`src/rtl/pc_gen_unit.sv`:
```
// Program-counter generator: sequential/branch/jalr/mret next-PC selection
// with fetch-alignment checking, trap redirection and nested-trap tracking.
module pc_gen_unit #(
  parameter int unsigned      XLEN         = 32,
  parameter logic [XLEN-1:0]  RESET_VECTOR = 'h0000_0000,
  parameter logic [XLEN-1:0]  TRAP_VECTOR  = 'h0000_0100,
  parameter int unsigned      ALIGN        = 4
) (
  input  logic            clk,
  input  logic            reset,
  input  logic            stall,
  input  logic [1:0]      pcSrc,
  input  logic [XLEN-1:0] pcTarget,
  input  logic [XLEN-1:0] jalrTarget,
  input  logic            trapReq,
  output logic [XLEN-1:0] pc,
  output logic [XLEN-1:0] pcPlus4,
  output logic [XLEN-1:0] epc,
  output logic [1:0]      trapCause,
  output logic            trapTaken,
  output logic            inTrap,
  output logic            doubleTrap
);

  typedef enum logic [1:0] {
    CAUSE_NONE     = 2'b00,
    CAUSE_MISALIGN = 2'b01,
    CAUSE_EXT      = 2'b10
  } cause_e;

  typedef enum logic [1:0] {
    SRC_SEQ    = 2'b00,
    SRC_BRANCH = 2'b01,
    SRC_JALR   = 2'b10,
    SRC_MRET   = 2'b11
  } src_e;

  logic [XLEN-1:0] r_pc;
  logic [XLEN-1:0] r_epc;
  cause_e          r_cause;
  logic            r_trap_taken;
  logic            r_in_trap;
  logic            r_double_trap;

  logic [XLEN-1:0] w_pc_plus4;
  logic [XLEN-1:0] w_jalr_aligned;
  logic [XLEN-1:0] w_cand;
  logic            w_seq_like;
  logic            w_mis_bits;
  logic            w_misaligned;
  logic            w_do_mret;
  logic            w_trap;

  assign w_pc_plus4     = r_pc + XLEN'(4);
  assign w_jalr_aligned = jalrTarget & ~XLEN'(1);

  // mret outside a handler is treated exactly like sequential fetch,
  // so it must never be flagged as misaligned.
  assign w_do_mret  = (src_e'(pcSrc) == SRC_MRET) && r_in_trap;
  assign w_seq_like = (src_e'(pcSrc) == SRC_SEQ) ||
                      ((src_e'(pcSrc) == SRC_MRET) && !r_in_trap);

  always_comb begin
    w_cand = w_pc_plus4;
    case (src_e'(pcSrc))
      SRC_SEQ:    w_cand = w_pc_plus4;
      SRC_BRANCH: w_cand = pcTarget;
      SRC_JALR:   w_cand = w_jalr_aligned;
      SRC_MRET:   w_cand = r_in_trap ? r_epc : w_pc_plus4;
      default:    w_cand = w_pc_plus4;
    endcase
  end

  always_comb begin
    w_mis_bits = 1'b0;
    if (ALIGN == 4) w_mis_bits = |w_cand[1:0];
    else            w_mis_bits = w_cand[0];
  end

  assign w_misaligned = !w_seq_like && w_mis_bits;
  assign w_trap       = trapReq || (!stall && w_misaligned);

  always_ff @(posedge clk) begin
    if (reset) begin
      r_pc          <= RESET_VECTOR;
      r_epc         <= '0;
      r_cause       <= CAUSE_NONE;
      r_trap_taken  <= 1'b0;
      r_in_trap     <= 1'b0;
      r_double_trap <= 1'b0;
    end else if (w_trap) begin
      r_pc         <= TRAP_VECTOR;
      r_cause      <= trapReq ? CAUSE_EXT : CAUSE_MISALIGN;
      r_trap_taken <= 1'b1;
      if (r_in_trap) begin
        r_double_trap <= 1'b1;
      end else begin
        r_epc     <= r_pc;
        r_in_trap <= 1'b1;
      end
    end else begin
      r_trap_taken <= 1'b0;
      if (!stall) begin
        r_pc <= w_cand;
        if (w_do_mret) r_in_trap <= 1'b0;
      end
    end
  end

  assign pc         = r_pc;
  assign pcPlus4    = w_pc_plus4;
  assign epc        = r_epc;
  assign trapCause  = r_cause;
  assign trapTaken  = r_trap_taken;
  assign inTrap     = r_in_trap;
  assign doubleTrap = r_double_trap;

endmodule

```
`config.mk`:
```
export PLATFORM = sky130hd
export DESIGN_NAME = pc_gen_unit
export DESIGN_NICKNAME = d
export VERILOG_FILES = /design/src/rtl/pc_gen_unit.sv
export SDC_FILE = /design/constraint.sdc
export NUM_CORES = 1
export LEC_CHECK = 0
export ABC_CLOCK_PERIOD_IN_PS = 2600
export BUFFER_PORTS_ARGS = -buffer_cell sky130_fd_sc_hd__buf_2
export CORE_MARGIN = 8
export CORE_UTILIZATION = 30
export DETAILED_ROUTE_END_ITERATION = 10
export PLACE_DENSITY_LB_ADDON = 0.15
export SYNTH_ARGS = -nofsm -noshare
export SYNTH_HDL_FRONTEND = slang
export SYNTH_SLANG_ARGS = --single-unit
```
`constraint.sdc`:
```
create_clock -name clk -period 2.6 [get_ports clk]
set_input_delay 0.52 -clock clk [delete_from_list [all_inputs] [get_ports clk]]
set_output_delay 0.52 -clock clk [all_outputs]
set_load 0.1 [all_outputs]
```
==> Word level (Yosys, flattened, before mapping) <==
Cells that the tools add are included.
{ "classes": {"n_addsub": 1, "n_eq_ne": 4, "mux": 9, "bitwise": 1, "reduce_logical": 16} }
{ "op_table": {"columns": ["op", "n"], "rows": [
  ["one-hot mux 32 bit (4 select lines)", 1],
  ["adder 32 x 3 -> 32 bit (second input constant)", 1],
  ["two-way mux 32 bit", 1],
  ["two-way mux 9 bit", 2],
  ["AND reduction 2 bit", 3],
  ["== test 2 bit (second input constant)", 2],
  ["logical AND 1 bit", 4],
  ["two-way mux 1 bit", 4],
  ["OR reduction 2 bit", 2],
  ["zero test 1 bit", 3],
  ["== test 2 x 1 -> 1 bit (second input constant)", 1],
  ["zero test 2 bit", 1],
  ["logical OR 1 bit", 2],
  ["two-way mux 2 bit", 1],
  ["inequality test 2 x 1 -> 1 bit (second input constant)", 1],
  ["nonzero test 2 bit", 1],
  ["NOT 1 bit", 1]
]} }
{ "word_totals": {"reg_bits": 69, "out_inout_bits": 101, "wordCells": 38} }

==> Longest topological paths before layout <==
Gate-level depths: netlist (run 1).
{ "logic_depth": {"word_depth": 9, "depth_mapped": 8, "ltp_nobuf": 6} }

==> Worst setup path before layout (run 1) <==
OpenSTA, ideal clock, no wires.
{ "synth_path": {"path_kind": "register -> output", "start": "register r_pc[3], in the netlist pc[3]", "end": "output pcPlus4[28]", "arrival_time_ps": 3849, "setup_slack_ps": -1769, "path_stages_with_launch": 8, "n_path_buf": 1, "cell_sequence": "dfxtp_1 ha_1 nand3_1 nor4_1 buf_2 and2_1 nand2_1 xnor2_1"} }
{ "synth_via": {"elab_chain_cells": 1} }
{ "synth_rtl": {"columns": ["element", "line", "rtl"], "rows": [
  ["start: declaration", "38", "logic [XLEN-1:0] r_pc;"],
  ["start signal: assignment", "104", "r_pc <= w_cand;"],
  ["adder 32 x 3 -> 32 bit", "54", "assign w_pc_plus4 = r_pc + XLEN'(4);"],
  ["end: declaration", "17", "output logic [XLEN-1:0] pcPlus4,"]
]} }
Every way passes these cells.

==> Final worst setup path (run 1) <==
{ "layout_path": {"start": "register r_pc[12], in the netlist pc[12]", "end": "output pcPlus4[31]"} }
The elaborated chain is that of the path after synthesis.

==> results of run 1 <==
report_power, final:
part / total, W / internal (W) / switching, W
clock: 0.00116 / 0.000693 / 0.000464
sequential: 0.00112 / 0.00108 / 0.0000484
combinational: 0.000874 / 0.000255 / 0.000619
total: 0.00315 / 0.00202 / 0.00113
worst min-delay path by stage:
stage	to	startpoint
finish	doubleTrap$_SDFFE_PP0P_	doubleTrap$_SDFFE_PP0P_
CTS	doubleTrap$_SDFFE_PP0P_	doubleTrap$_SDFFE_PP0P_
global route	doubleTrap$_SDFFE_PP0P_	doubleTrap$_SDFFE_PP0P_
floorplan	pc[15]$_SDFFE_PP0N_	pc[15]$_SDFFE_PP0N_
global placement	doubleTrap$_SDFFE_PP0P_	doubleTrap$_SDFFE_PP0P_
detailed placement	doubleTrap$_SDFFE_PP0P_	doubleTrap$_SDFFE_PP0P_
layout make-up:
class                   instances  area, um^2
inverters                      19        71.3
multi-input cells             388        3190
flip-flops and latches         69        1470
fillers                      1323        6960
well taps                     180         225
clock inverters                 2        7.51
clock buffers                  14         264
repair buffers                241        1700
what timing repair did:
action	in CTS	in global routing
hold buffers	0	0
endpoints found under the setup margin	13	15
pin swaps	10	16
resized for setup	11	16
buffers inserted	23	14
gates cloned	1	0
cells by family (layout without fill, tap and decap cells):
kind of cell / count (synthesis) / count (layout) / share of synthesized area, %
DFF: 69 / 69 / 32.5
AOI/OAI and AO/OA: 187 / 187 / 28.6
buffers and inverters: 75 / 276 / 7.09
and+or+nand+nor: 166 / 166 / 23.7
muxes: 6 / 6 / 2.06
xor gates and xnor gates: 28 / 28 / 5.76
adders and majority gates: 1 / 1 / 0.294
state kept, by name (all words and copies together), names as in the netlist:
name	flops
doubleTrap	1
pc	32
trapTaken	1
epc	32
trapCause	2
inTrap	1
per-layer routing:
| metal | vias up | wire [um] | global-route usage [%] |
|---|---|---|---|
| met5 | - | 0 | 0 |
| met4 | 0 | 248 | 5.06 |
| met3 | 18 | 1510 | 5.57 |
| met2 | 201 | 8580 | 32.0 |
| met1 | 2435 | 7840 | 24.6 |
| li1 | 2386 | - | - |
through the flow:
stage	total power, W	hold WS (ns)	cell area (um^2)	utilization, %	std cells
floorplan	0.00174	0.647	4880	-	532
global placement	0.00198	0.434	6240	45.0	859
detailed placement	0.00199	0.461	6240	45.0	859
CTS	0.00317	0.475	6740	48.6	899
global route	0.00327	0.485	6930	49.9	913
finish	0.00315	0.466	6930	49.9	913
placed cells by master (no fill, tap or decap), types with 4 or more instances in the layout:
| master | count |
|---|---|
| nand4_1 | 7 |
| buf_6 | 6 |
| clkbuf_16 | 9 |
| nor4_1 | 7 |
| nor3_1 | 8 |
| and3_1 | 9 |
| a221oi_1 | 13 |
| o21ai_0 | 61 |
| dfxtp_2 | 7 |
| inv_1 | 19 |
| a221o_1 | 7 |
| a22oi_1 | 9 |
| nor2_1 | 16 |
| buf_2 | 149 |
| dfxtp_4 | 21 |
| nand2_1 | 28 |
| nand3_1 | 26 |
| dfxtp_1 | 41 |
| o21a_1 | 6 |
| nand4_4 | 4 |
| xnor2_4 | 12 |
| a211oi_1 | 4 |
| or3b_2 | 30 |
| buf_12 | 19 |
| a22o_1 | 5 |
| a21oi_1 | 47 |
| buf_4 | 64 |
| nand3_4 | 5 |
| xnor2_2 | 8 |
| xor2_4 | 6 |
critical path: cells and delay by family (launching register included):
family	cells	cell delay (ns)
flip-flops	1	0.38
AND/OR/NAND/NOR	4	0.82
buffers and inverters	2	0.39
XOR/XNOR	1	0.18
==> flow_summary.html, run 1 <==
<table>
<tr><th>Metric</th><th>Value</th></tr>
<tr><th colspan="2">STA</th></tr>
<tr><td>Final number of setup-violating endpoints</td><td>5</td></tr>
<tr><td>Smallest setup slack after layout</td><td>-0.0540 ns</td></tr>
<tr><td>Transition time at the pin with the least slew margin</td><td>about 0.53 ns</td></tr>
<tr><td>Max-slew violation count</td><td>0</td></tr>
<tr><td>Hold Violations, Final</td><td>0</td></tr>
<tr><td>Maximum achievable frequency</td><td>377 MHz</td></tr>
<tr><td>Worst slew margin</td><td>64.8%</td></tr>
<tr><td>RSZ-0062 raised after global routing</td><td>yes</td></tr>
<tr><td>Time the worst path needs with I/O delays and setup</td><td>2.65 ns</td></tr>
<tr><td>Setup Skew</td><td>0.00595 ns</td></tr>
<tr><td>Period Utilization, post-route</td><td>102%</td></tr>
<tr><td>Post-route setup TNS</td><td>-0.127 ns</td></tr>
<tr><th colspan="2">Yosys</th></tr>
<tr><td>Yosys Warn Count</td><td>0</td></tr>
<tr><td>Proportion of synthesized chip area in sequential cells</td><td>32.5%</td></tr>
<tr><td>Flip-flop cell with the highest count after synthesis</td><td>dfxtp_1</td></tr>
<tr><td>Top post-synthesis cells by count</td><td>dfxtp_1, o21ai_0, a21oi_1</td></tr>
<tr><td>Summed instance area of the synthesized netlist</td><td>4250 um^2</td></tr>
<tr><td>Post-synthesis net count</td><td>603</td></tr>
<tr><td>Cell count after synthesis</td><td>roughly 530</td></tr>
<tr><td>Most common cell in the netlist</td><td>dfxtp_1</td></tr>
<tr><td>Leading area contributor after synthesis</td><td>dfxtp_1</td></tr>
<tr><td>Number of flops mapped to enable cells by yosys</td><td>0</td></tr>
<tr><td>Async set or reset register ratio after synthesis</td><td>0%</td></tr>
<tr><td>Unique cell type count in the Yosys netlist</td><td>62</td></tr>
<tr><td>Top-area cell type share of the netlist area</td><td>between 30% and 40%</td></tr>
<tr><td>Average cell area after synthesis</td><td>8.00 um^2</td></tr>
<tr><td>Leading cell types by total area after synthesis</td><td>dfxtp_1, o21ai_0, or3b_2</td></tr>
<tr><td>#FFs+latches synth</td><td>69</td></tr>
<tr><th colspan="2">Global routing</th></tr>
<tr><td>Total congestion overflow</td><td>0</td></tr>
<tr><td>Maximum number of pins on one net before global-route repair</td><td>51</td></tr>
<tr><td>GRT Util Overall</td><td>19.6%</td></tr>
<tr><td>Via count of the first global-routing pass</td><td>5088</td></tr>
<tr><td>Initial antenna violation count</td><td>0</td></tr>
<tr><td>Wire length of the first global-routing pass</td><td>28100 um</td></tr>
<tr><th colspan="2">Routing</th></tr>
<tr><td>Total number of vias</td><td>5040</td></tr>
<tr><td>Drt initial violations</td><td>285</td></tr>
<tr><td>Total routed wirelength</td><td>18200 um</td></tr>
<tr><td>Average routed wire per standard cell</td><td>roughly 20 um</td></tr>
<tr><td>Vias per cell</td><td>5.52</td></tr>
<tr><td>Count of unresolved DRC violations after routing</td><td>0</td></tr>
<tr><td>First-pass iteration count of the detailed router</td><td>5</td></tr>
<tr><td>DRT antenna net count</td><td>0</td></tr>
<tr><th colspan="2">Critical path</th></tr>
<tr><td>Slack of the worst reg-to-reg path</td><td>about 0.5 ns</td></tr>
<tr><td>Crit. End Element</td><td>output pin</td></tr>
<tr><td>Longest individual stage delay on the worst path</td><td>approximately 0.38 ns</td></tr>
<tr><td>Critical path required time</td><td>2.08 ns</td></tr>
<tr><td>Critical path launch point</td><td>pc[12]$_SDFFE_PP0N_</td></tr>
<tr><td>Cell type of the slowest stage on the worst timing path</td><td>dfxtp_4</td></tr>
<tr><td>Startpoint type of the worst setup path</td><td>flop</td></tr>
<tr><td>Register-to-Register Path Depth</td><td>8</td></tr>
<tr><td>Destination of the critical timing path</td><td>pcPlus4[31]</td></tr>
<tr><td>R2R Path End</td><td>pc[29]$_SDFFE_PP0N_</td></tr>
<tr><td>Crit Path Class</td><td>flop to output pin</td></tr>
<tr><td>Top fanout value on the critical path</td><td>6</td></tr>
<tr><td>R2r startpoint</td><td>pc[12]$_SDFFE_PP0N_</td></tr>
<tr><td>Series of cell instances along the critical path</td><td>nand4_4 &gt; nor4_4 &gt; buf_6 &gt; nand2_4 &gt; nor2_4 &gt; xor2_4 &gt; buf_12</td></tr>
<tr><td>Arrival time worst endpoint</td><td>about 2.1 ns</td></tr>
<tr><th colspan="2">Floorplan</th></tr>
<tr><td>Core Box Area</td><td>between 10000 and 15000 um^2</td></tr>
<tr><td>Total die area</td><td>18200 um^2</td></tr>
<tr><td>Number of rows in the core area</td><td>43</td></tr>
<tr><td>Die Span X</td><td>135 um</td></tr>
<tr><td>Effective utilization at floorplan</td><td>30.6%</td></tr>
<tr><td>Die Y-Extent</td><td>about 140 um</td></tr>
<tr><td>I/O pin count</td><td>171</td></tr>
<tr><th colspan="2">Min path</th></tr>
<tr><td>Number of instances on the worst hold path</td><td>2</td></tr>
<tr><td>Class of the tightest hold or removal check</td><td>flop to flop</td></tr>
<tr><th colspan="2">Placed design</th></tr>
<tr><td>Port Buf Inserts</td><td>169</td></tr>
<tr><td>Sum of net half-perimeters after detailed placement</td><td>between 10000 and 15000 um</td></tr>
<tr><td>Last weighted congestion value of the routability-driven placer</td><td>between 0.8 and 0.9</td></tr>
<tr><td>Setup slack at placement</td><td>0.130 ns</td></tr>
<tr><th colspan="2">Cells and area</th></tr>
<tr><td>Antenna diode instance count</td><td>0</td></tr>
<tr><td>Final Net Count</td><td>799</td></tr>
<tr><td>Synth-to-layout area growth</td><td>62.8%</td></tr>
<tr><td>Layout cell share with drive strength beyond 1</td><td>roughly half</td></tr>
<tr><th colspan="2">Power</th></tr>
<tr><td>IR drop worst, VDD</td><td>~0.35 mV</td></tr>
<tr><td>Static power due to leakage</td><td>3.11 nW</td></tr>
<tr><td>Power density relative to cell area</td><td>between 400 and 500 nW/um^2</td></tr>
<tr><th colspan="2">Clock tree</th></tr>
<tr><td>Total CTS buffers</td><td>9</td></tr>
<tr><td>Reg clk slew, reported paths</td><td>0.05 ns</td></tr>
<tr><td>Max H-tree Level</td><td>3</td></tr>
<tr><td>Bufs on Longest Clock Path</td><td>2</td></tr>
<tr><td>Sinks on the clock net</td><td>69</td></tr>
<tr><td>Skew-Pair Late Insertion Delay</td><td>between 0.3 and 0.4 ns</td></tr>
<tr><td>Clock tree from TritonCTS</td><td>yes</td></tr>
<tr><td>Root cell of the clock tree</td><td>clkbuf_16</td></tr>
<tr><th colspan="2">Run status</th></tr>
<tr><td>Violated checks</td><td>setup timing</td></tr>
<tr><td>Run status</td><td>finished with violations</td></tr>
<tr><th colspan="2">Run</th></tr>
<tr><td>Number of max-capacitance violations reported</td><td>0</td></tr>
</table>
(Power assumes the default switching activity.)
==> run 2: changes to the inputs <==
- CORE_UTILIZATION: 30 -> 49
==> flow_summary.html, run 2 (synthesis results as in run 1) <==
<table>
<tr><th>Metric</th><th>Value</th></tr>
<tr><th colspan="2">STA</th></tr>
<tr><td>Final number of setup-violating endpoints</td><td>3 (-2)</td></tr>
<tr><td>Transition time at the pin with the least slew margin</td><td>0.525 ns (-0.00323 ns)</td></tr>
<tr><td>Worst Hold Margin</td><td>0.460 ns (-0.00628 ns)</td></tr>
<tr><td>Period Utilization, post-route</td><td>101% (-0.68 points)</td></tr>
<tr><td>Time the worst path needs with I/O delays and setup</td><td>2.64 ns (-0.0177 ns)</td></tr>
<tr><td>Worst slew margin</td><td>64.9% (+0.086 points)</td></tr>
<tr><td>Hold Violations, Final</td><td>0 (unchanged)</td></tr>
<tr><td>Setup Skew</td><td>0.0175 ns (+0.0116 ns)</td></tr>
<tr><td>RSZ-0062 raised after global routing</td><td>yes</td></tr>
<tr><td>Max-slew violation count</td><td>0 (unchanged)</td></tr>
<tr><td>Smallest setup slack after layout</td><td>-0.0364 ns (+0.0177 ns)</td></tr>
<tr><td>Maximum achievable frequency</td><td>379 MHz (+0.67%)</td></tr>
<tr><th colspan="2">Clock tree</th></tr>
<tr><td>Bufs on Longest Clock Path</td><td>2 (unchanged)</td></tr>
<tr><td>Max H-tree Level</td><td>3 (unchanged)</td></tr>
<tr><td>CTS Hold Buffers Added</td><td>0 (unchanged)</td></tr>
<tr><td>Sinks on the clock net</td><td>69 (unchanged)</td></tr>
<tr><td>Total CTS buffers</td><td>9 (unchanged)</td></tr>
<tr><td>Clock tree from TritonCTS</td><td>yes</td></tr>
<tr><td>Root cell of the clock tree</td><td>clkbuf_8</td></tr>
<tr><td>Skew-Pair Late Insertion Delay</td><td>0.36 ns (+0.02 ns)</td></tr>
<tr><td>Reg clk slew, reported paths</td><td>0.07 ns (+0.02 ns)</td></tr>
<tr><th colspan="2">Global routing</th></tr>
<tr><td>Wire length of the first global-routing pass</td><td>25900 um (-7.9%)</td></tr>
<tr><td>Initial antenna violation count</td><td>0 (unchanged)</td></tr>
<tr><td>GRT Util Overall</td><td>27.3% (+7.7 points)</td></tr>
<tr><td>Maximum number of pins on one net before global-route repair</td><td>41 (-20%)</td></tr>
<tr><td>Via count of the first global-routing pass</td><td>5020 (-1.3%)</td></tr>
<tr><td>Total congestion overflow</td><td>0 (unchanged)</td></tr>
<tr><th colspan="2">Min path</th></tr>
<tr><td>Number of instances on the worst hold path</td><td>2 (unchanged)</td></tr>
<tr><td>Class of the tightest hold or removal check</td><td>flop to flop</td></tr>
<tr><td>Worst Hold Endpoint</td><td>doubleTrap$_SDFFE_PP0P_</td></tr>
<tr><td>Hold wc startpoint</td><td>doubleTrap$_SDFFE_PP0P_</td></tr>
<tr><th colspan="2">Critical path</th></tr>
<tr><td>Slack of the worst reg-to-reg path</td><td>0.48 ns (about the same)</td></tr>
<tr><td>Crit. End Element</td><td>output pin</td></tr>
<tr><td>Crit path buffers/inverters</td><td>3 (+1)</td></tr>
<tr><td>Startpoint type of the worst setup path</td><td>flop</td></tr>
<tr><td>Crit Path Class</td><td>flop to output pin</td></tr>
<tr><td>Series of cell instances along the critical path</td><td>nand4_1 &gt; buf_4 &gt; nor4_4 &gt; buf_6 &gt; and4_4 &gt; xor2_4 &gt; buf_12</td></tr>
<tr><td>R2r startpoint</td><td>inTrap$_SDFFE_PP0P_</td></tr>
<tr><td>Delay-heaviest family, CP</td><td>simple AND/OR/NAND/NOR gates</td></tr>
<tr><td>Arrival time worst endpoint</td><td>2.12 ns (about the same)</td></tr>
<tr><td>Longest individual stage delay on the worst path</td><td>0.39 ns (about the same)</td></tr>
<tr><td>R2R Path End</td><td>pc[20]$_SDFFE_PP0N_</td></tr>
<tr><td>Register-to-Register Path Depth</td><td>7 (-1)</td></tr>
<tr><td>Cell type of the slowest stage on the worst timing path</td><td>dfxtp_4</td></tr>
<tr><td>Top fanout value on the critical path</td><td>6 (unchanged)</td></tr>
<tr><td>Critical path required time</td><td>2.08 ns (about the same)</td></tr>
<tr><th colspan="2">Power</th></tr>
<tr><td>Power density relative to cell area</td><td>419 nW/um^2 (-8.1%)</td></tr>
<tr><td>Switching power as a share of total power</td><td>38.6% (+2.7 points)</td></tr>
<tr><td>Static power due to leakage</td><td>3.01 nW (-3.3%)</td></tr>
<tr><td>Combinational Power Share</td><td>30.5% (+2.8 points)</td></tr>
<tr><td>Flop pwr share</td><td>40.2% (+4.6 points)</td></tr>
<tr><td>Overall Power</td><td>0.00280 W (-11%)</td></tr>
<tr><td>Switching power summed over all nets</td><td>0.00108 W (-4.4%)</td></tr>
<tr><td>IR drop worst, VDD</td><td>0.314 mV (-11%)</td></tr>
<tr><td>Cell internal power dissipation</td><td>0.00172 W (-15%)</td></tr>
<tr><td>Clock share of power</td><td>29.3% (-7.4 points)</td></tr>
<tr><th colspan="2">Cells and area</th></tr>
<tr><td>Antenna diode instance count</td><td>0 (unchanged)</td></tr>
<tr><td>Synth-to-layout area growth</td><td>57.2%</td></tr>
<tr><td>Final core utilization</td><td>78.2% (+28 points)</td></tr>
<tr><td>Final Net Count</td><td>794 (-0.63%)</td></tr>
<tr><td>Commonest cells after routing, fill and taps aside</td><td>buf_2, o21ai_0, buf_4</td></tr>
<tr><td>Most common library cell in the layout ignoring fill and taps</td><td>buf_2</td></tr>
<tr><td>Non-filler instance count after layout</td><td>836 (-8.4%)</td></tr>
<tr><td>Number of filler instances in the final layout</td><td>596 (-55%)</td></tr>
<tr><td>Layout cell share with drive strength beyond 1</td><td>51.4% (+0.21 points)</td></tr>
<tr><th colspan="2">Floorplan</th></tr>
<tr><td>Number of rows in the core area</td><td>34 (-21%)</td></tr>
<tr><td>Die Span X</td><td>109 um (-19%)</td></tr>
<tr><td>Core Box Area</td><td>8550 um^2 (-38%)</td></tr>
<tr><td>Die Y-Extent</td><td>109 um (-19%)</td></tr>
<tr><td>Effective utilization at floorplan</td><td>49.8% (+19 points)</td></tr>
<tr><td>I/O pin count</td><td>171 (unchanged)</td></tr>
<tr><td>Total die area</td><td>11900 um^2 (-35%)</td></tr>
<tr><th colspan="2">Placed design</th></tr>
<tr><td>Placed instance count</td><td>781 (-9.1%)</td></tr>
<tr><td>Sum of net half-perimeters after detailed placement</td><td>11600 um (-9.2%)</td></tr>
<tr><td>Setup slack at placement</td><td>0.125 ns (-0.00447 ns)</td></tr>
<tr><td>Last weighted congestion value of the routability-driven placer</td><td>0.843 (+4.0%)</td></tr>
<tr><td>Port Buf Inserts</td><td>169 (unchanged)</td></tr>
<tr><th colspan="2">Run status</th></tr>
<tr><td>Violated checks</td><td>setup timing</td></tr>
<tr><td>Run status</td><td>finished with violations</td></tr>
<tr><th colspan="2">Routing</th></tr>
<tr><td>DRT antenna net count</td><td>0 (unchanged)</td></tr>
<tr><td>Total number of vias</td><td>5138 (+1.9%)</td></tr>
<tr><td>First-pass iteration count of the detailed router</td><td>5 (unchanged)</td></tr>
<tr><td>Drt initial violations</td><td>331 (+16%)</td></tr>
<tr><td>Total routed wirelength</td><td>16800 um (-7.4%)</td></tr>
<tr><td>Count of unresolved DRC violations after routing</td><td>0 (unchanged)</td></tr>
<tr><td>Vias per cell</td><td>6.15 (+11%)</td></tr>
<tr><td>Average routed wire per standard cell</td><td>20.2 um (+1.2%)</td></tr>
<tr><th colspan="2">Run</th></tr>
<tr><td>Number of max-capacitance violations reported</td><td>0 (unchanged)</td></tr>
</table>
## run 2: changes by cell type in the layout (fill, tap and decap cells not counted), sizes merged
cell,delta
buf,-6
clkbuf,+1
## run 2: tightest hold or removal path, cell delays in order, from the launching register on
cell and delay (ns):
dfxtp_1 0.31, inv_1 0.05, a21oi_1 0.05
## run 2: worst max-delay path by stage
stage | startpoint | end | cells after the start
floorplan | pc[14]$_SDFFE_PP0N_ | pcPlus4[29] | 5
global placement | pc[3]$_SDFFE_PP0N_ | pcPlus4[28] | 7
detailed placement | pc[3]$_SDFFE_PP0N_ | pcPlus4[22] | 6
CTS | pc[2]$_SDFFE_PP0N_ | pcPlus4[22] | 7
global route | pc[14]$_SDFFE_PP0N_ | pcPlus4[24] | 8
finish | pc[14]$_SDFFE_PP0N_ | pcPlus4[22] | 7
## run 2: cell type report
cell class                      count  area (um^2)  area share, %
Multi-Input combinational cell    388         3200           47.8
Timing Repair Buffer              236         1640           24.5
Sequential cell                    69         1470           22.0
Clock buffer                       14          163           2.43
Tap cell                          108          135           2.02
Inverter                           19         71.3           1.07
Clock inverter                      2         10.0          0.150
## run 2: power groups by stage
stage | clock network [W] | registers, W | logic [W]
4_1_cts | 0.000820 | 0.00113 | 0.000832
3_3_place_gp | 0 | 0.00116 | 0.000796
3_5_place_dp | 0 | 0.00116 | 0.000809
5_1_grt | 0.000864 | 0.00113 | 0.000894
2_1_floorplan | 0 | 0.00135 | 0.000388
6_report | 0.000821 | 0.00113 | 0.000854
## run 2: stage by stage
stage          area, um^2  setup TNS [ns]
3_5_place_dp         6100               0
6_report             6690         -0.0778
2_1_floorplan        4880           -2.37
3_3_place_gp         6100               0
4_1_cts              6540          -0.107
5_1_grt              6690          -0.808
## run 2: what timing repair did
item,in CTS,in global routing
pin swaps,17,6
buffers inserted,23,15
gates cloned,1,0
gates resized for setup,16,10
setup endpoints to repair,14,19
## run 2: layer usage
metal  part of all wire (%)  wire length [um]  global-route usage (%)
met5                      0                 0                       0
met4                    2.4               407                    11.7
met3                     10              1710                    5.79
met2                     48              8130                    44.7
met1                     39              6600                    34.0
==> run 3: changes to the inputs <==
- ABC_CLOCK_PERIOD_IN_PS: 2600 -> 2800
- SETUP_SLACK_MARGIN: default -> 0.05
- clock period: 2.6 -> 2.8 ns (I/O delays scaled with it)
==> flow_summary.html, run 3 (synthesis results as in run 1) <==
<table>
<tr><th>Metric</th><th>Value</th></tr>
<tr><th colspan="2">Routing</th></tr>
<tr><td>Vias per cell</td><td>6.18 (+0.57%)</td></tr>
<tr><td>Average routed wire per standard cell</td><td>20.1 um (about the same)</td></tr>
<tr><td>DRT antenna net count</td><td>0 (unchanged)</td></tr>
<tr><td>Drt initial violations</td><td>412 (+24%)</td></tr>
<tr><td>First-pass iteration count of the detailed router</td><td>5 (unchanged)</td></tr>
<tr><td>Total number of vias</td><td>5019 (-2.3%)</td></tr>
<tr><td>Count of unresolved DRC violations after routing</td><td>0 (unchanged)</td></tr>
<tr><td>Total routed wirelength</td><td>16400 um (-2.9%)</td></tr>
<tr><th colspan="2">Critical path</th></tr>
<tr><td>Crit path buffers/inverters</td><td>2 (-1)</td></tr>
<tr><td>Top fanout value on the critical path</td><td>6 (unchanged)</td></tr>
<tr><td>Critical path required time</td><td>2.24 ns (+0.16 ns)</td></tr>
<tr><td>Series of cell instances along the critical path</td><td>ha_4 &gt; nand3_4 &gt; nor4_4 &gt; buf_6 &gt; and4_4 &gt; xor2_4 &gt; buf_12</td></tr>
<tr><td>Startpoint type of the worst setup path</td><td>flop</td></tr>
<tr><td>R2R Path End</td><td>pc[18]$_SDFFE_PP0N_</td></tr>
<tr><td>Arrival time worst endpoint</td><td>2.15 ns (+0.03 ns)</td></tr>
<tr><td>Crit Path Class</td><td>flop to output pin</td></tr>
<tr><td>Longest individual stage delay on the worst path</td><td>0.39 ns (about the same)</td></tr>
<tr><td>Register-to-Register Path Depth</td><td>7 (unchanged)</td></tr>
<tr><td>Critical path launch point</td><td>pc[2]$_SDFFE_PP0N_</td></tr>
<tr><td>Cell type of the slowest stage on the worst timing path</td><td>dfxtp_4</td></tr>
<tr><td>Cell count along the critical path</td><td>7 (unchanged)</td></tr>
<tr><td>Delay-heaviest family, CP</td><td>simple AND/OR/NAND/NOR gates</td></tr>
<tr><td>Crit. End Element</td><td>output pin</td></tr>
<tr><td>R2r startpoint</td><td>inTrap$_SDFFE_PP0P_</td></tr>
<tr><td>Destination of the critical timing path</td><td>pcPlus4[22]</td></tr>
<tr><td>Slack of the worst reg-to-reg path</td><td>0.68 ns (+0.20 ns)</td></tr>
<tr><th colspan="2">Run status</th></tr>
<tr><td>Run status</td><td>finished clean</td></tr>
<tr><th colspan="2">Power</th></tr>
<tr><td>Combinational Power Share</td><td>27.3% (-3.2 points)</td></tr>
<tr><td>Cell internal power dissipation</td><td>0.00180 W (+4.7%)</td></tr>
<tr><td>Static power due to leakage</td><td>2.87 nW (-4.6%)</td></tr>
<tr><td>Flop pwr share</td><td>37.4% (-2.8 points)</td></tr>
<tr><td>IR drop worst, VDD</td><td>0.309 mV (-1.7%)</td></tr>
<tr><td>Clock share of power</td><td>35.4% (+6.1 points)</td></tr>
<tr><td>Overall Power</td><td>0.00281 W (+0.48%)</td></tr>
<tr><td>Switching power summed over all nets</td><td>0.00101 W (-6.3%)</td></tr>
<tr><td>Power density relative to cell area</td><td>437 nW/um^2 (+4.4%)</td></tr>
<tr><td>Switching power as a share of total power</td><td>36.0% (-2.6 points)</td></tr>
<tr><th colspan="2">STA</th></tr>
<tr><td>Worst slew margin</td><td>61.3% (-3.6 points)</td></tr>
<tr><td>Transition time at the pin with the least slew margin</td><td>0.580 ns (+0.0554 ns)</td></tr>
<tr><td>Period Utilization, post-route</td><td>96.7%</td></tr>
<tr><td>Max-slew violation count</td><td>0 (unchanged)</td></tr>
<tr><td>Smallest setup slack after layout</td><td>0.0927 ns (+0.129 ns)</td></tr>
<tr><td>Final number of setup-violating endpoints</td><td>0 (-3)</td></tr>
<tr><td>Setup Skew</td><td>0.00788 ns (-0.00963 ns)</td></tr>
<tr><td>Time the worst path needs with I/O delays and setup</td><td>2.71 ns</td></tr>
<tr><td>Hold Violations, Final</td><td>0 (unchanged)</td></tr>
<tr><td>RSZ-0062 raised after global routing</td><td>yes</td></tr>
<tr><td>Maximum achievable frequency</td><td>369 MHz</td></tr>
<tr><th colspan="2">Global routing</th></tr>
<tr><td>Initial antenna violation count</td><td>0 (unchanged)</td></tr>
<tr><td>Total congestion overflow</td><td>0 (unchanged)</td></tr>
<tr><td>Via count of the first global-routing pass</td><td>5041 (+0.42%)</td></tr>
<tr><td>Wire length of the first global-routing pass</td><td>25400 um (-1.7%)</td></tr>
<tr><td>Maximum number of pins on one net before global-route repair</td><td>63 (+54%)</td></tr>
<tr><td>GRT Util Overall</td><td>26.7% (-0.56 points)</td></tr>
<tr><th colspan="2">Clock tree</th></tr>
<tr><td>Total CTS buffers</td><td>9 (unchanged)</td></tr>
<tr><td>Max H-tree Level</td><td>3 (unchanged)</td></tr>
<tr><td>Reg clk slew, reported paths</td><td>0.08 ns (about the same)</td></tr>
<tr><td>CTS Hold Buffers Added</td><td>0 (unchanged)</td></tr>
<tr><td>Clock tree from TritonCTS</td><td>yes</td></tr>
<tr><td>Sinks on the clock net</td><td>69 (unchanged)</td></tr>
<tr><td>Root cell of the clock tree</td><td>clkbuf_8</td></tr>
<tr><td>Skew-Pair Late Insertion Delay</td><td>0.35 ns (about the same)</td></tr>
<tr><td>Bufs on Longest Clock Path</td><td>2 (unchanged)</td></tr>
<tr><th colspan="2">Cells and area</th></tr>
<tr><td>Synth-to-layout area growth</td><td>51.2%</td></tr>
<tr><td>Antenna diode instance count</td><td>0 (unchanged)</td></tr>
<tr><td>Non-filler instance count after layout</td><td>812 (-2.9%)</td></tr>
<tr><td>Final Net Count</td><td>770 (-3.0%)</td></tr>
<tr><td>Most common library cell in the layout ignoring fill and taps</td><td>buf_2</td></tr>
<tr><td>Commonest cells after routing, fill and taps aside</td><td>buf_2, o21ai_0, a21oi_1</td></tr>
<tr><td>Layout cell share with drive strength beyond 1</td><td>48.9% (-2.5 points)</td></tr>
<tr><td>Number of filler instances in the final layout</td><td>622 (+4.4%)</td></tr>
<tr><th colspan="2">Floorplan</th></tr>
<tr><td>Die Y-Extent</td><td>109 um (unchanged)</td></tr>
<tr><td>Effective utilization at floorplan</td><td>49.8% (unchanged)</td></tr>
<tr><td>I/O pin count</td><td>171 (unchanged)</td></tr>
<tr><td>Total die area</td><td>11900 um^2 (unchanged)</td></tr>
<tr><td>Number of rows in the core area</td><td>34 (unchanged)</td></tr>
<tr><td>Core Box Area</td><td>8550 um^2 (unchanged)</td></tr>
<tr><td>Die Span X</td><td>109 um (unchanged)</td></tr>
<tr><th colspan="2">Run</th></tr>
<tr><td>Number of max-capacitance violations reported</td><td>0 (unchanged)</td></tr>
<tr><th colspan="2">Placed design</th></tr>
<tr><td>Last weighted congestion value of the routability-driven placer</td><td>0.820 (-2.7%)</td></tr>
<tr><td>Placed instance count</td><td>778 (-0.38%)</td></tr>
<tr><td>Setup slack at placement</td><td>0.250 ns (+0.124 ns)</td></tr>
<tr><td>Port Buf Inserts</td><td>169 (unchanged)</td></tr>
<tr><td>Sum of net half-perimeters after detailed placement</td><td>11300 um (-2.4%)</td></tr>
<tr><th colspan="2">Min path</th></tr>
<tr><td>Class of the tightest hold or removal check</td><td>flop to flop</td></tr>
</table>
==> run 3: changes by cell type in the layout (fill, tap and decap cells not counted), moves of 3 or more <==
cell       change
buf_4         -18
buf_6          -4
bufinv_16      +3
clkbuf_1       -3
clkbuf_4       -3
nand3_1        +3
nand3_4        -3
==> run 3: metal layers <==
metal,global-route usage (%),up-vias,share of wire (%)
met5,0,-,0
met4,11.2,0,2.5
met3,7.15,43,11
met2,44.5,287,48
met1,31.9,2373,39
li1,-,2316,-
==> run 3: worst min-delay path by stage <==
stage                                   end  slack, ns                    start  cells past startpoint
floorplan               pc[15]$_SDFFE_PP0N_       0.65      pc[15]$_SDFFE_PP0N_                      2
global placement    doubleTrap$_SDFFE_PP0P_       0.43  doubleTrap$_SDFFE_PP0P_                      2
detailed placement  doubleTrap$_SDFFE_PP0P_       0.44  doubleTrap$_SDFFE_PP0P_                      2
CTS                 doubleTrap$_SDFFE_PP0P_       0.46  doubleTrap$_SDFFE_PP0P_                      2
global route        doubleTrap$_SDFFE_PP0P_       0.48  doubleTrap$_SDFFE_PP0P_                      2
finish              doubleTrap$_SDFFE_PP0P_       0.46  doubleTrap$_SDFFE_PP0P_                      2
==> run 3: final cells by class <==
type / count / area, um^2 / share of cell area, %
clock buffers: 9 / 124 / 1.93
clock inverters: 7 / 114 / 1.77
inverters: 19 / 71.3 / 1.11
multi-input cells: 388 / 3100 / 48.2
flip-flops and latches: 69 / 1460 / 22.7
well taps: 108 / 135 / 2.10
repair buffers: 212 / 1430 / 22.2
==> run 3: repair_timing <==
item                                    CTS  global route
gates resized for setup                   6            12
pin swaps                                 4             6
buffers inserted                         11             6
gates cloned                              1             0
endpoints found under the setup margin    9            13
==> run 3: worst reg2reg max path: cells and delay by family, from the launching register on <==
kind                   cells  cell delay, ns
AOI/OAI and AO/OA          2            0.31
DFF                        1            0.58
and+or+nand+nor            3            0.57
buffers and inverters      2            0.56
==> run 3: per-stage QoR <==
stage                     TNS, ns  hold WS (ns)  utilization (%)  area, um^2
after global routing            0         0.480             75.2        6430
after floorplan            -0.901         0.647                -        4780
after detailed placement        0         0.444             70.1        5990
after global placement          0         0.432             70.1        5990
final                           0         0.460             75.2        6430
after CTS                       0         0.458             74.3        6350
==> run 3: power by group through the flow <==
stage | Combinational [W] | Clock, W | Sequential [W]
4_1_cts | 0.000759 | 0.000999 | 0.00105
3_3_place_gp | 0.000734 | 0 | 0.00107
5_1_grt | 0.000799 | 0.00104 | 0.00106
3_5_place_dp | 0.000746 | 0 | 0.00108
6_report | 0.000767 | 0.000995 | 0.00105
2_1_floorplan | 0.000359 | 0 | 0.00125
